`config.mk`:
```
export PLATFORM = sky130hd
export DESIGN_NAME = tone_generator
export DESIGN_NICKNAME = d
export VERILOG_FILES = /design/src/rtl/tone_generator.sv
export SDC_FILE = /design/constraint.sdc
export NUM_CORES = 1
export LEC_CHECK = 0
export BUFFER_PORTS_ARGS = -buffer_cell sky130_fd_sc_hd__buf_2
export CORE_MARGIN = 2
export CORE_UTILIZATION = 50
export CTS_CLUSTER_DIAMETER = 150
export DETAILED_ROUTE_END_ITERATION = 12
export PLACE_DENSITY = 0.69
export SLEW_MARGIN = 25
export SYNTH_ARGS = -nofsm -noshare
export SYNTH_HDL_FRONTEND = slang
export SYNTH_SLANG_ARGS = --single-unit
```
`constraint.sdc`:
```
create_clock -name clk -period 5.5 [get_ports clk]
set_input_delay 0 -clock clk [delete_from_list [all_inputs] [get_ports clk]]
set_output_delay 0 -clock clk [all_outputs]
set_load 0.02 [all_outputs]
```
`src/rtl/tone_generator.sv`:
```
// tone_generator: glitch-free square-wave tone source with PWM volume gating.
// The half-period is sampled from tone_input only at half-period boundaries.
// Stops are also deferred to boundaries, so every half that starts high runs
// its full length. A free-running carrier gates the high phase to set volume.
module tone_generator #(
  parameter int CNT_WIDTH = 24,
  parameter int PWM_WIDTH = 4
) (
  input  logic                 clk,
  input  logic                 rst,
  input  logic                 tone_enable,
  input  logic [CNT_WIDTH-1:0] tone_input,
  input  logic [PWM_WIDTH-1:0] volume,
  output logic                 square_out,
  output logic                 pwm_out,
  output logic                 active
);

  typedef enum logic {
    IDLE = 1'b0,
    RUN  = 1'b1
  } state_t;

  state_t               r_state;
  state_t               w_state_nxt;
  logic [CNT_WIDTH-1:0] r_cnt;
  logic [CNT_WIDTH-1:0] w_cnt_nxt;
  logic [CNT_WIDTH-1:0] r_period_q;
  logic [CNT_WIDTH-1:0] w_period_nxt;
  logic                 r_square;
  logic                 w_square_nxt;
  logic                 r_active;
  logic                 w_active_nxt;
  logic [PWM_WIDTH-1:0] r_carrier;
  logic                 r_pwm;
  logic                 w_boundary;
  logic                 w_tone_zero;

  // period_q is never 0 while in RUN, so period_q-1 cannot underflow there;
  // in IDLE the compare result is ignored.
  assign w_boundary  = (r_cnt == (r_period_q - CNT_WIDTH'(1)));
  assign w_tone_zero = (tone_input == '0);

  // Next-state and next-output logic for the IDLE/RUN controller.
  always_comb begin
    w_state_nxt  = r_state;
    w_cnt_nxt    = r_cnt;
    w_period_nxt = r_period_q;
    w_square_nxt = r_square;
    w_active_nxt = r_active;
    case (r_state)
      IDLE: begin
        w_cnt_nxt    = '0;
        w_square_nxt = 1'b0;
        w_active_nxt = 1'b0;
        if (tone_enable && !w_tone_zero) begin
          w_period_nxt = tone_input;
          w_square_nxt = 1'b1;
          w_active_nxt = 1'b1;
          w_state_nxt  = RUN;
        end
      end
      RUN: begin
        if (!tone_enable && !r_square) begin
          // Already in the low half: stopping here cannot truncate a pulse.
          w_cnt_nxt    = '0;
          w_square_nxt = 1'b0;
          w_active_nxt = 1'b0;
          w_state_nxt  = IDLE;
        end else if (w_boundary) begin
          w_cnt_nxt = '0;
          // A pending stop (enable still low) or a zero period wins over the
          // toggle, so the output can only fall at this edge, never rise.
          if (!tone_enable || w_tone_zero) begin
            w_square_nxt = 1'b0;
            w_active_nxt = 1'b0;
            w_state_nxt  = IDLE;
          end else begin
            w_square_nxt = ~r_square;
            w_period_nxt = tone_input;
          end
        end else begin
          w_cnt_nxt = r_cnt + CNT_WIDTH'(1);
        end
      end
      default: begin
        w_state_nxt  = IDLE;
        w_cnt_nxt    = '0;
        w_square_nxt = 1'b0;
        w_active_nxt = 1'b0;
      end
    endcase
  end

  // Controller state, half-period counter and registered tone outputs.
  always_ff @(posedge clk) begin
    if (rst) begin
      r_state    <= IDLE;
      r_cnt      <= '0;
      r_period_q <= '0;
      r_square   <= 1'b0;
      r_active   <= 1'b0;
    end else begin
      r_state    <= w_state_nxt;
      r_cnt      <= w_cnt_nxt;
      r_period_q <= w_period_nxt;
      r_square   <= w_square_nxt;
      r_active   <= w_active_nxt;
    end
  end

  // Free-running carrier and volume gating of the registered square wave.
  always_ff @(posedge clk) begin
    if (rst) begin
      r_carrier <= '0;
      r_pwm     <= 1'b0;
    end else begin
      r_carrier <= r_carrier + PWM_WIDTH'(1);
      r_pwm     <= r_square & (r_carrier < volume);
    end
  end

  assign square_out = r_square;
  assign pwm_out    = r_pwm;
  assign active     = r_active;

endmodule

```
==> results.json <==
{
  "status": "completed",
  "wl_per_cell_um": 14.5,
  "ys_types": 60,
  "rrSetupSlack_ps": 1440,
  "nets": 479,
  "cts_tree": "built",
  "dieHeight_um": 86.7,
  "relSlewSlack_pct": 34.7,
  "worstPathRequired_ps": 5760,
  "grt_max_degree": 58,
  "grt.overflow.total": 0,
  "io_buffers": 33,
  "setup_viol": 0,
  "synth_flop_cell": "dfxtp_1",
  "comb_power_share_pct": 21.7,
  "vdd_ir_drop_max_v": 0.000145,
  "synth_area_um2": 3420,
  "p_leak_nw": 1.43,
  "seq_area_frac_synth_pct": 32.7,
  "first_pass_iters": 4,
  "place_ws_ps": 1490,
  "yosys-top-cells-area": "dfxtp_1, nand2b_1, xnor2_1, mux2i_1, nor3_1",
  "cap_violations": 0,
  "synth-edff-count": 0,
  "core_area_um2": 6720,
  "timing.rr.start": "r_period_q[16]",
  "n_antenna_cell": 0,
  "drive_above_1_share_pct": 12.0,
  "fin_tns_setup_ps": 0,
  "cts_buffer_depth": 2,
  "power_frac_seq_pct": 50.7,
  "synthCells": 393,
  "cp-startpoint": "r_period_q[16]",
  "drt_iter0_markers": 193,
  "place_inst": 492,
  "fp-row-count": 30,
  "cp-endpoint": "r_period_q[20]",
  "io_pins": 34,
  "ff2ff_path_depth": 8,
  "gp_congestion": 0.907,
  "chipWidth_um": 86.7,
  "worstReg2RegEnd": "r_period_q[20]",
  "grt_usage_pct": 21.4,
  "layout_common_cells": "dfxtp_1, nand2b_1, nor3_1, xnor2_1, buf_2",
  "setup_ws_ps": 1440,
  "syn-num-nets": 430,
  "cp_max_fo": 15,
  "layout_commonest_cell": "dfxtp_1",
  "hp-class": "in -> reg",
  "tightest_slew_ps": 980,
  "fin_crit_sh_pct": 73.8,
  "synth.ff_latch_count": 56,
  "async_flop_share_pct": 0,
  "start_util_pct": 50.9,
  "numCtsBuffers": 5,
  "clk_pin_slew_worst_paths_ps": 110,
  "fin_util_pct": 58.9,
  "dp_hpwl_um": 5560,
  "avgSynthCellArea_um2": 8.71,
  "min_period_ps": 4060,
  "yosys_warnings": 0,
  "worstSkewPairLatency_ps": 320,
  "slew_viol_final": 0,
  "area_growth_syn_to_layout_pct": 15.6,
  "num_vias": 2927,
  "power_switching_share_pct": 30.9,
  "route.detailed.drc": 0,
  "clkPwrFrac_pct": 27.6,
  "cts.sinks": 56,
  "cp-start-kind": "register",
  "fmax_mhz": 247,
  "p_switching_mw": 0.270,
  "final_cells": 523,
  "worstPathArrival_ps": 4310,
  "final.fill_count": 595,
  "synth_top_area_share_pct": 32.7,
  "crit_type": "reg -> reg",
  "detail-route-antenna-nets": 0,
  "p_per_area_nw_per_um2": 221,
  "antenna_found_initial": 0,
  "rsz0062_at_grt": "false",
  "root_buffer": "clkbuf_8",
  "grt_pass1_wl_um": 12800,
  "p_int_mw": 0.606,
  "finalHoldViolations": 0,
  "cp-end-kind": "register",
  "avgViaCountPerCell": 5.60,
  "wl_um": 7580,
  "dieArea_um2": 7520,
  "htreeDepth": 2,
  "grt_pass1_vias": 2811,
  "fin_skew_ps": 11.0,
  "post-synth-top-area-cell": "dfxtp_1",
  "timing.hold.ws_ps": 13.0
}
[power groups by stage]
stage                     clock (mW)  combinational (mW)  sequential (mW)
after global placement             0               0.174            0.452
after floorplan                    0               0.137            0.448
after global routing           0.259               0.213            0.447
final                          0.241               0.191            0.444
after detailed placement           0               0.176            0.453
after CTS                      0.247               0.189            0.444
[metrics by stage]
stage / area, µm² / total power [mW]
after global placement: 3620 / 0.627
after global routing: 3960 / 0.919
after detailed placement: 3620 / 0.628
after floorplan: 3420 / 0.585
final: 3960 / 0.876
after CTS: 3940 / 0.879
[layer usage]
layer  GRT usage (%)  vias to the layer above  wire length, µm
met5               0                        -                0
met4            6.39                        0              154
met3            3.14                        9              283
met2            35.0                       57             3490
met1            29.3                     1349             3650
li1                -                     1512                -
[worst min-delay path by stage]
stage                               from              to  cells after the start
after floorplan           tone_input[16]  r_period_q[16]                      2
after global placement    tone_input[14]  r_period_q[14]                      3
after detailed placement  tone_input[15]  r_period_q[15]                      3
after CTS                 tone_input[17]  r_period_q[17]                      3
after global routing      tone_input[17]  r_period_q[17]                      3
final                     tone_input[17]  r_period_q[17]                      3
[worst max-delay path, cell delays in order (launching register included)]
cell and delay [ps]:
dfxtp_1 390, or4_1 680, or4_1 460, or4_1 420, a222oi_1 360, nand4_2 230, o32ai_4 890, buf_4 360
mux2i_1 210
[synthesized netlist by cell type, drive strengths merged (2+ instances only)]
cell type and number:
dfxtp 56, nand2b 48, nor3 36, xnor2 34, mux2i 25, nor2 23
xor2 16, inv 14, nand2 13, nand3 12, nand4 11, clkbuf 10
nor4 8, a21oi 6, and3 6, buf 6, ha 6, o21ai 6
or4 6, nand4b 4, or3 4, a211o 3, o31ai 3, a221oi 2
and2 2, and4 2, nor2b 2, nor4b 2, o2111ai 2, o211ai 2
o32ai 2
[state kept, by name, summed over array words and instances, names as in the netlist]
name	flops
square_out	1
r_cnt	24
r_state	1
r_period_q	24
r_carrier	4
pwm_out	1
active	1
[final cells by class]
| class | count | area, µm² | area share, % |
|---|---|---|---|
| clock buffer | 5 | 68.8 | 1.74 |
| clock inverter | 3 | 27.5 | 0.696 |
| inverter | 14 | 52.6 | 1.33 |
| multi-input combinational | 307 | 2180 | 55.0 |
| sequential | 56 | 1120 | 28.3 |
| tap | 80 | 100 | 2.53 |
| timing repair buffer | 58 | 410 | 10.4 |
[logic make-up after synthesis]
| logic type | Yosys count | share of synthesized area, % |
|---|---|---|
| compound gates | 41 | 9.76 |
| simple gates | 185 | 31.0 |
| fa+ha+maj | 6 | 2.19 |
| flops | 56 | 32.7 |
| mux | 25 | 7.31 |
| buf+inv | 30 | 4.17 |
| xor+xnor | 50 | 12.8 |
[repair_timing]
action	4_1_cts	5_1_grt
hold buffers	23	0
resized for setup	0	0
hold endpoints to repair	23	0
setup buffers	0	0
Power figures use the tool's default switching activity.
